## src/rtl/mixed_radix_timer_if.sv

```systemverilog
// mixed_radix_timer_if: control/status bundle for the mixed-radix timer.
//   master: drives enable, up_down, clear, load, load_value; observes count, tick, wrap, done
//   slave : the timer side, mirror image of master
interface mixed_radix_timer_if #(
    parameter int NUM_DIGITS = 4,
    parameter int DIGIT_BITS = 4
);
    logic                             enable;
    logic                             up_down;
    logic                             clear;
    logic                             load;
    logic [NUM_DIGITS*DIGIT_BITS-1:0] load_value;
    logic [NUM_DIGITS*DIGIT_BITS-1:0] count;
    logic                             tick;
    logic                             wrap;
    logic                             done;

    modport master (
        output enable, up_down, clear, load, load_value,
        input  count, tick, wrap, done
    );

    modport slave (
        input  enable, up_down, clear, load, load_value,
        output count, tick, wrap, done
    );
endinterface

```

## src/rtl/mixed_radix_timer.sv

```systemverilog
// mixed_radix_timer: cascaded multi-digit up/down timer with per-digit radix and built-in tick prescaler.
//   clk : rising-edge clock
//   rst : synchronous active-low reset
//   bus : mixed_radix_timer_if.slave
//         enable/up_down/clear/load/load_value in; count/tick/wrap/done out (all registered)
module mixed_radix_timer #(
    parameter int                               NUM_DIGITS   = 4,
    parameter int                               DIGIT_BITS   = 4,
    parameter logic [NUM_DIGITS*DIGIT_BITS-1:0] DIGIT_RADIX  = 16'h6A6A,
    parameter int                               CLK_HZ       = 100_000_000,
    parameter int                               TICK_HZ      = 1,
    parameter bit                               STOP_AT_ZERO = 1'b1
) (
    input logic                 clk,
    input logic                 rst,
    mixed_radix_timer_if.slave  bus
);
    localparam int W   = NUM_DIGITS * DIGIT_BITS;
    localparam int DIV = CLK_HZ / TICK_HZ;
    localparam int PW  = (DIV > 1) ? $clog2(DIV) : 1;

    if (DIV < 2 || DIV * TICK_HZ != CLK_HZ) begin : g_bad_div
        $error("mixed_radix_timer: CLK_HZ/TICK_HZ must be an integer >= 2");
    end

    logic [PW-1:0] r_pre;
    logic [W-1:0]  r_count;
    logic          r_tick;
    logic          r_wrap;
    logic          r_done;

    logic [W-1:0]  w_max;
    logic [W-1:0]  w_clamped;
    logic [W-1:0]  w_up;
    logic [W-1:0]  w_dn;
    logic [W-1:0]  w_next;
    logic          w_carry;
    logic          w_borrow;
    logic          w_hold;
    logic          w_wrap;
    logic          w_step;

    // Ripple carry/borrow across digits. A radix field of 0 stands for 2^DIGIT_BITS,
    // so radix-1 naturally becomes all ones. After the loop w_carry means "all digits
    // at max" and w_borrow means "all digits zero".
    always_comb begin
        w_max     = '0;
        w_clamped = '0;
        w_up      = '0;
        w_dn      = '0;
        w_carry   = 1'b1;
        w_borrow  = 1'b1;
        for (int i = 0; i < NUM_DIGITS; i++) begin
            w_max[i*DIGIT_BITS +: DIGIT_BITS]     = DIGIT_RADIX[i*DIGIT_BITS +: DIGIT_BITS] - 1'b1;
            w_clamped[i*DIGIT_BITS +: DIGIT_BITS] =
                (bus.load_value[i*DIGIT_BITS +: DIGIT_BITS] > w_max[i*DIGIT_BITS +: DIGIT_BITS])
                ? w_max[i*DIGIT_BITS +: DIGIT_BITS] : bus.load_value[i*DIGIT_BITS +: DIGIT_BITS];
            w_up[i*DIGIT_BITS +: DIGIT_BITS] = !w_carry ? r_count[i*DIGIT_BITS +: DIGIT_BITS] :
                (r_count[i*DIGIT_BITS +: DIGIT_BITS] == w_max[i*DIGIT_BITS +: DIGIT_BITS])
                ? '0 : r_count[i*DIGIT_BITS +: DIGIT_BITS] + 1'b1;
            w_dn[i*DIGIT_BITS +: DIGIT_BITS] = !w_borrow ? r_count[i*DIGIT_BITS +: DIGIT_BITS] :
                (r_count[i*DIGIT_BITS +: DIGIT_BITS] == '0)
                ? w_max[i*DIGIT_BITS +: DIGIT_BITS] : r_count[i*DIGIT_BITS +: DIGIT_BITS] - 1'b1;
            w_carry  = w_carry  && (r_count[i*DIGIT_BITS +: DIGIT_BITS] == w_max[i*DIGIT_BITS +: DIGIT_BITS]);
            w_borrow = w_borrow && (r_count[i*DIGIT_BITS +: DIGIT_BITS] == '0);
        end
    end

    // A down-step from all zero either holds (tick still pulses) or wraps to all max.
    assign w_hold = !bus.up_down && w_borrow && STOP_AT_ZERO;
    assign w_next = bus.up_down ? w_up : (w_hold ? r_count : w_dn);
    assign w_wrap = bus.up_down ? w_carry : (w_borrow && !STOP_AT_ZERO);
    assign w_step = bus.enable && (r_pre == PW'(DIV - 1));

    always_ff @(posedge clk) begin
        if (!rst || bus.clear) begin
            r_pre   <= '0;
            r_count <= '0;
            r_tick  <= 1'b0;
            r_wrap  <= 1'b0;
            r_done  <= 1'b0;
        end else if (bus.load) begin
            r_pre   <= '0;
            r_count <= w_clamped;
            r_tick  <= 1'b0;
            r_wrap  <= 1'b0;
            r_done  <= 1'b0;
        end else begin
            r_tick <= w_step;
            r_wrap <= w_step && w_wrap;
            if (bus.enable)
                r_pre <= w_step ? '0 : r_pre + 1'b1;
            if (w_step) begin
                r_count <= w_next;
                if (!bus.up_down && w_next == '0)
                    r_done <= 1'b1;
            end
        end
    end

    assign bus.count = r_count;
    assign bus.tick  = r_tick;
    assign bus.wrap  = r_wrap;
    assign bus.done  = r_done;
endmodule
```

## src/flat_wrapper.sv

```systemverilog
// flat-port wrapper written by rule: the top's interface ports become plain ports
module mixed_radix_timer_flat 
#(
    parameter int                               NUM_DIGITS   = 4,
    parameter int                               DIGIT_BITS   = 4,
    parameter logic [NUM_DIGITS*DIGIT_BITS-1:0] DIGIT_RADIX  = 16'h6A6A,
    parameter int                               CLK_HZ       = 100_000_000,
    parameter int                               TICK_HZ      = 1,
    parameter bit                               STOP_AT_ZERO = 1'b1
)
  (clk, rst, bus_enable, bus_up_down, bus_clear, bus_load, bus_load_value, bus_count, bus_tick, bus_wrap, bus_done);
  mixed_radix_timer_if #(.NUM_DIGITS(NUM_DIGITS), .DIGIT_BITS(DIGIT_BITS)) bus_i ();
  input logic clk;
  input logic rst;
  input wire logic [$bits(bus_i.enable)-1:0] bus_enable;
  input wire logic [$bits(bus_i.up_down)-1:0] bus_up_down;
  input wire logic [$bits(bus_i.clear)-1:0] bus_clear;
  input wire logic [$bits(bus_i.load)-1:0] bus_load;
  input wire logic [$bits(bus_i.load_value)-1:0] bus_load_value;
  output wire logic [$bits(bus_i.count)-1:0] bus_count;
  output wire logic [$bits(bus_i.tick)-1:0] bus_tick;
  output wire logic [$bits(bus_i.wrap)-1:0] bus_wrap;
  output wire logic [$bits(bus_i.done)-1:0] bus_done;
  assign bus_i.enable = bus_enable;
  assign bus_i.up_down = bus_up_down;
  assign bus_i.clear = bus_clear;
  assign bus_i.load = bus_load;
  assign bus_i.load_value = bus_load_value;
  assign bus_count = bus_i.count;
  assign bus_tick = bus_i.tick;
  assign bus_wrap = bus_i.wrap;
  assign bus_done = bus_i.done;
  mixed_radix_timer #(.NUM_DIGITS(NUM_DIGITS), .DIGIT_BITS(DIGIT_BITS), .DIGIT_RADIX(DIGIT_RADIX), .CLK_HZ(CLK_HZ), .TICK_HZ(TICK_HZ), .STOP_AT_ZERO(STOP_AT_ZERO)) u_core (.clk(clk), .rst(rst), .bus(bus_i));
endmodule
```

## config.mk

```make
export PLATFORM = sky130hd
export DESIGN_NAME = mixed_radix_timer_flat
export DESIGN_NICKNAME = d
export VERILOG_FILES = /design/src/rtl/mixed_radix_timer_if.sv /design/src/rtl/mixed_radix_timer.sv /design/src/flat_wrapper.sv
export SDC_FILE = /design/constraint.sdc
export NUM_CORES = 1
export LEC_CHECK = 0
export CAP_MARGIN = 15
export CORE_MARGIN = 3
export CORE_UTILIZATION = 55
export DETAILED_ROUTE_END_ITERATION = 10
export PLACE_DENSITY = 0.84
export SETUP_SLACK_MARGIN = 0.05
export SKIP_CTS_REPAIR_TIMING = 1
export SYNTH_ARGS = -nofsm -noshare
export SYNTH_HDL_FRONTEND = slang
export SYNTH_SLANG_ARGS = --single-unit
```

## constraint.sdc

```tcl
create_clock -name clk -period 2.5 [get_ports clk]
set_input_delay 0.25 -clock clk [delete_from_list [all_inputs] [get_ports clk]]
set_output_delay 0.25 -clock clk [all_outputs]
set_load 0.02 [all_outputs]
```

# After elaboration in Yosys (flattened, before gate mapping)
# Index checks and enable logic that the tools add are counted.
classes:
  addsub: 9
  n_lt_le_gt_ge: 4
  eq_ne: 5
  mux: 24
  n_reduce_logical: 21
op_table:
  columns: ["cell", "count"]
  rows:
  - ["two-way mux 4 bit", 18]
  - ["two-way mux 16 bit", 4]
  - ["adder 27 x 1 -> 27 bit (second input constant)", 1]
  - ["== test 27 bit (second input constant)", 1]
  - ["two-way mux 27 bit", 1]
  - ["adder 4 x 1 -> 4 bit (second input constant)", 4]
  - ["logical NOT 16 bit", 1]
  - ["logical NOT 4 bit", 4]
  - ["subtractor 4 x 1 -> 4 bit (second input constant)", 4]
  - ["logical AND 1 bit", 10]
  - ["== test 4 x 3 -> 1 bit (second input constant)", 2]
  - ["== test 4 bit (second input constant)", 2]
  - ["> comparator 4 x 3 -> 1 bit (second input constant)", 2]
  - ["> comparator 4 bit (second input constant)", 2]
  - ["logical NOT 1 bit", 2]
  - ["AND reduction 2 bit", 1]
  - ["nonzero test 2 bit", 1]
  - ["OR reduction 2 bit", 1]
  - ["logical OR 1 bit", 1]
  - ["two-way mux 1 bit", 1]
totals:
  ff_bits: 46
  inputBits: 22
  output_inout_bits: 19

# Logic depth before layout (Yosys ltp)
logic_depth:
  ltp_word: 10
  mapped_depth: 9
  ltp_nobuf: 8

# Worst setup path after synthesis
# Ideal clock, no wire load.
synth_timing:
  path_type: "register to register"
  from: "register u_core.r_count[6] (netlist: u_core.bus.count[6])"
  to: "register u_core.r_count[11] (netlist: u_core.bus.count[11])"
  arrival_time_ns: 2.145
  path_slack_ns: 0.227
  path_stages_with_launch: 9
  n_path_buf: 1
  synth_period_minus_slack_ns: 2.273
  path_cell_list: "dfxtp_1 > clkbuf_1 > and3_1 > nor4bb_1 > mux2_2 > a221o_1 > nor2_1 > o31a_1 > nor2_1"
synth_via:
  elab_chain_cells: 9
  elab_cells_between_ends: 13
synth_lines:
  columns: ["element", "line", "text"]
  rows:
  - ["from (decl)", "mixed_radix_timer.sv:27", "logic [W-1:0] r_count;"]
  - ["from (signal assigned)", "mixed_radix_timer.sv:84", "r_count <= w_clamped;"]
  - ["from (signal assigned)", "mixed_radix_timer.sv:94", "r_count <= w_next;"]
  - ["logical NOT 4 bit", "mixed_radix_timer.sv:65", "w_borrow = w_borrow && (r_count[i*DIGIT_BITS +: DIGIT_BITS] == '0);"]
  - ["logical AND 1 bit (3 in series)", "mixed_radix_timer.sv:65", null]
  - ["logical AND 1 bit", "mixed_radix_timer.sv:70", "assign w_hold = !bus.up_down && w_borrow && STOP_AT_ZERO;"]
  - ["two-way mux 16 bit", "mixed_radix_timer.sv:71", "assign w_next = bus.up_down ? w_up : (w_hold ? r_count : w_dn);"]
  - ["two-way mux 16 bit *", "mixed_radix_timer.sv:71", null]
  - ["two-way mux 16 bit *", "mixed_radix_timer.sv:93", "if (w_step) begin"]
  - ["two-way mux 16 bit *", "mixed_radix_timer.sv:82", "end else if (bus.load) begin"]
# Mark *: on every way between the ends. The rest lies on a longest branch, timed or not. The select of a mux whose other input is x is not followed.
# A chain may end at the register's enable or synchronous reset.

# Final worst setup path
layout_timing:
  from: "register u_core.r_pre[0]"
  to: "register u_core.r_count[10] (netlist: u_core.bus.count[10])"
layout_via:
  elab_chain_cells: 3
layout_lines:
  columns: ["element", "line", "text"]
  rows:
  - ["from (decl)", "mixed_radix_timer.sv:26", "logic [PW-1:0] r_pre;"]
  - ["from (signal assigned)", "mixed_radix_timer.sv:92", "r_pre <= w_step ? '0 : r_pre + 1'b1;"]
  - ["== test 27 bit", "mixed_radix_timer.sv:73", "assign w_step = bus.enable && (r_pre == PW'(DIV - 1));"]
  - ["logical AND 1 bit", "mixed_radix_timer.sv:73", null]
  - ["nonzero test 2 bit (no line)", null, null]
# No other way between the ends.

==> flow_metrics.tcl <==
set metrics [dict create \
    ys_types 57 \
    ctsHtreeMaxLevel 2 \
    slowest_delay_ns 0.61 \
    cts.sinks 46 \
    nNetsFinal 463 \
    grt_max_degree 26 \
    yosys.area.top_type_share_pct 31.6 \
    synthCells 382 \
    synth-async-reset-ratio_pct 0 \
    worstHoldStart "u_core.bus.done$_SDFFE_PP0P_" \
    wl_per_cell_um 16.2 \
    cts_tree "done" \
    dr_wl_met3_um 698 \
    fin_skew_ns 0.0141 \
    met1Wirelength_um 3520 \
    crit_end "u_core.bus.count[10]$_SDFFE_PP0P_" \
    dp_cells 499 \
    die_height_um 78.8 \
    ant_nets 0 \
    area_delta_synth_final_pct 28.3 \
    r2r_slack_ns 0.13 \
    stdcell_count 508 \
    r2r_start "u_core.r_pre[0]$_SDFFE_PP0P_" \
    syn_avg_cell_area_um2 7.64 \
    ir_drop_mv 0.357 \
    grt_overflow 0 \
    vias 3189 \
    place.gp.congestion 0.950 \
    timing_worst_setup_path_type "flop to flop" \
    crit_chain "ha_1 -> and4_4 -> nand4_1 -> or4_4 -> buf_4 -> nor4_2 -> a211o_1 -> a21oi_1" \
    max_freq_mhz 422 \
    ys_ff_latch 46 \
    coreArea_um2 4910 \
    clk-insertion-delay-late_ns 0.30 \
    rsz0062_at_grt "yes" \
    antenna_found_initial 0 \
    drive_above_1_share_pct 15.0 \
    worst-path-buf-inv 1 \
    setup_viol 0 \
    drc 0 \
    drt_pass1_iterations 5 \
    fin_tns_setup_ns 0 \
    synth_nets 405 \
    maxSlewHeadroom_pct 69.2 \
    hold-worst-slack_ns 0.494 \
    initialDrtViolationCount 352 \
    worst_pin_slew_ns 0.459 \
    post-route-util_pct 76.3 \
    grt_pass1_wl_um 13900 \
    dp_hpwl_um 6000 \
    r2r-end "u_core.bus.count[10]$_SDFFE_PP0P_" \
    drv_cap 0 \
    power_density_nw_per_um2 427 \
    slew_violations 0 \
    finalWirelength_um 8250 \
    hold_viol_final 0 \
    synth_area_leaders "dfxtp_1, nor2_1, xor2_1" \
    crit_fanout 7 \
    yosys_warnings 0 \
    min_path_type "flop to flop" \
    synth-seq-area-share_pct 31.6 \
    p_leak_nw 1.34 \
    synth_area_leader_cell "dfxtp_1" \
    crit_slowest_cell "or4_4" \
    cts.clk_slew.worst_paths_ns 0.10 \
    fin_crit_sh_pct 94.8 \
    viasPerCell 6.28 \
    finalInstanceArea_um2 3740 \
    synth_area_um2 2920 \
    crit_arrival_ns 2.55 \
    worst_setup_path_end_kind "flop" \
    num_rows 25 \
    diodes 0 \
    worstPathRequired_ns 2.68 \
    crit_cells 8 \
    place_area_um2 3580 \
    fin_ws_ns 0.130 \
    grt_pass1_vias 2969 \
    die_w_um 78.8 \
    routed.top_layer "met4" \
    cts_buffers 5 \
    pre_cts_ws_ns -0.117 \
    cts_root_buf "clkbuf_8" \
    dr_wl_met2_um 3870 \
    die_area_um2 6210 \
    io_buffers 40 \
    startpoint "u_core.r_pre[0]$_SDFFE_PP0P_" \
    status "finished clean" \
    io-pin-count 41 \
    synth-edff-count 0 \
    total_power_mw 1.60 \
    worstRegToRegCells 8 \
    start_util_pct 59.4 \
    cts.path.max_buffers 2 \
    crit_family "simple AND/OR/NAND/NOR gates" \
    synth_top_flop_cell "dfxtp_1" \
    fin_crit_ns 2.37 \
    gr-usage-all-layers_pct 27.5 \
    worstSetupStartpointType "flop" \
]
## power by group
group / internal, mW / switching [mW] / total [mW] / leakage (nW)
clock network: 0.299 / 0.262 / 0.561 / 0.0514
logic: 0.139 / 0.150 / 0.288 / 0.916
registers: 0.740 / 0.00955 / 0.750 / 0.372
## worst register-to-register path, delay by kind of cell (launching register included)
kind | cells | cell delay (ns)
buf+inv | 1 | 0.18
simple gates | 4 | 1.30
flops | 1 | 0.36
compound gates | 2 | 0.22
fa+ha+maj | 1 | 0.19
## worst min path at each step
stage                                        to  slack, ns  cells after the start
6_report           u_core.bus.done$_SDFFE_PP0P_       0.49                      2
5_1_grt            u_core.bus.done$_SDFFE_PP0P_       0.52                      2
4_1_cts            u_core.bus.done$_SDFFE_PP0P_       0.49                      2
3_5_place_dp       u_core.bus.done$_SDFFE_PP0P_       0.47                      2
3_3_place_gp       u_core.bus.done$_SDFFE_PP0P_       0.48                      2
2_1_floorplan  u_core.bus.count[3]$_SDFFE_PP0P_       0.39                      2
## synth_stat cells, drive strengths merged (3+ instances only)
cell,n
nor2,61
dfxtp,46
nand2,27
a21oi,20
clkbuf,18
nand3,18
xor2,18
o21ai,14
nand4,13
nor4,11
xnor2,11
inv,10
buf,9
nor3,9
a211oi,8
mux2i,6
or3,6
or4,6
a311oi,5
a31oi,5
and3,5
and4,5
nand2b,5
mux2,4
nand3b,3
or2,3
## state kept, by name, indices dropped and copies added (netlist names)
register	count
u_core.r_pre	27
u_core.bus.tick	1
u_core.bus.count	16
u_core.bus.wrap	1
u_core.bus.done	1
## cell type report
type	count	area (µm²)
Sequential cell	46	922
Clock inverter	2	37.5
Clock buffer	6	72.6
Tap cell	67	83.8
Multi-Input combinational cell	298	1890
Fill cell	372	1170
Inverter	11	41.3
Timing Repair Buffer	78	698
## layer usage
metal | GRT usage [%] | vias to the layer above
li1 | - | 1505
met3 | 4.76 | 26
met2 | 44.6 | 176
met5 | 0 | -
met4 | 8.76 | 0
met1 | 37.5 | 1482
## placed cells by master (no fill, tap or decap), types with 4 or more instances in the layout
master	Yosys	routed
nor2_1	61	61
dfxtp_1	46	45
clkdlybuf4s50_1	0	40
buf_4	0	37
nand2_1	27	27
a21oi_1	20	20
xor2_1	18	18
nand3_1	18	18
nand4_1	13	13
o21ai_0	12	12
xnor2_1	11	11
inv_1	10	10
nor3_1	9	9
a211oi_1	8	8
mux2i_1	6	6
nor4_1	8	6
or3_1	6	6
nand2b_1	5	5
and3_1	5	5
a31oi_1	5	5
a311oi_1	5	5
clkbuf_8	0	5
and4_1	5	4
or4_4	2	4
mux2_2	4	4
## cell families after synthesis
logic type,Yosys count,share of synthesized area [%]
multiplexers,10,3.60
buffers and inverters,38,5.19
flip-flops,46,31.6
XOR/XNOR,29,8.70
adder cells (fa/ha/maj),1,0.429
AND/OR/NAND/NOR,186,34.3
AO/OA/AOI/OAI,72,16.3
Power figures use the tool's default switching activity.
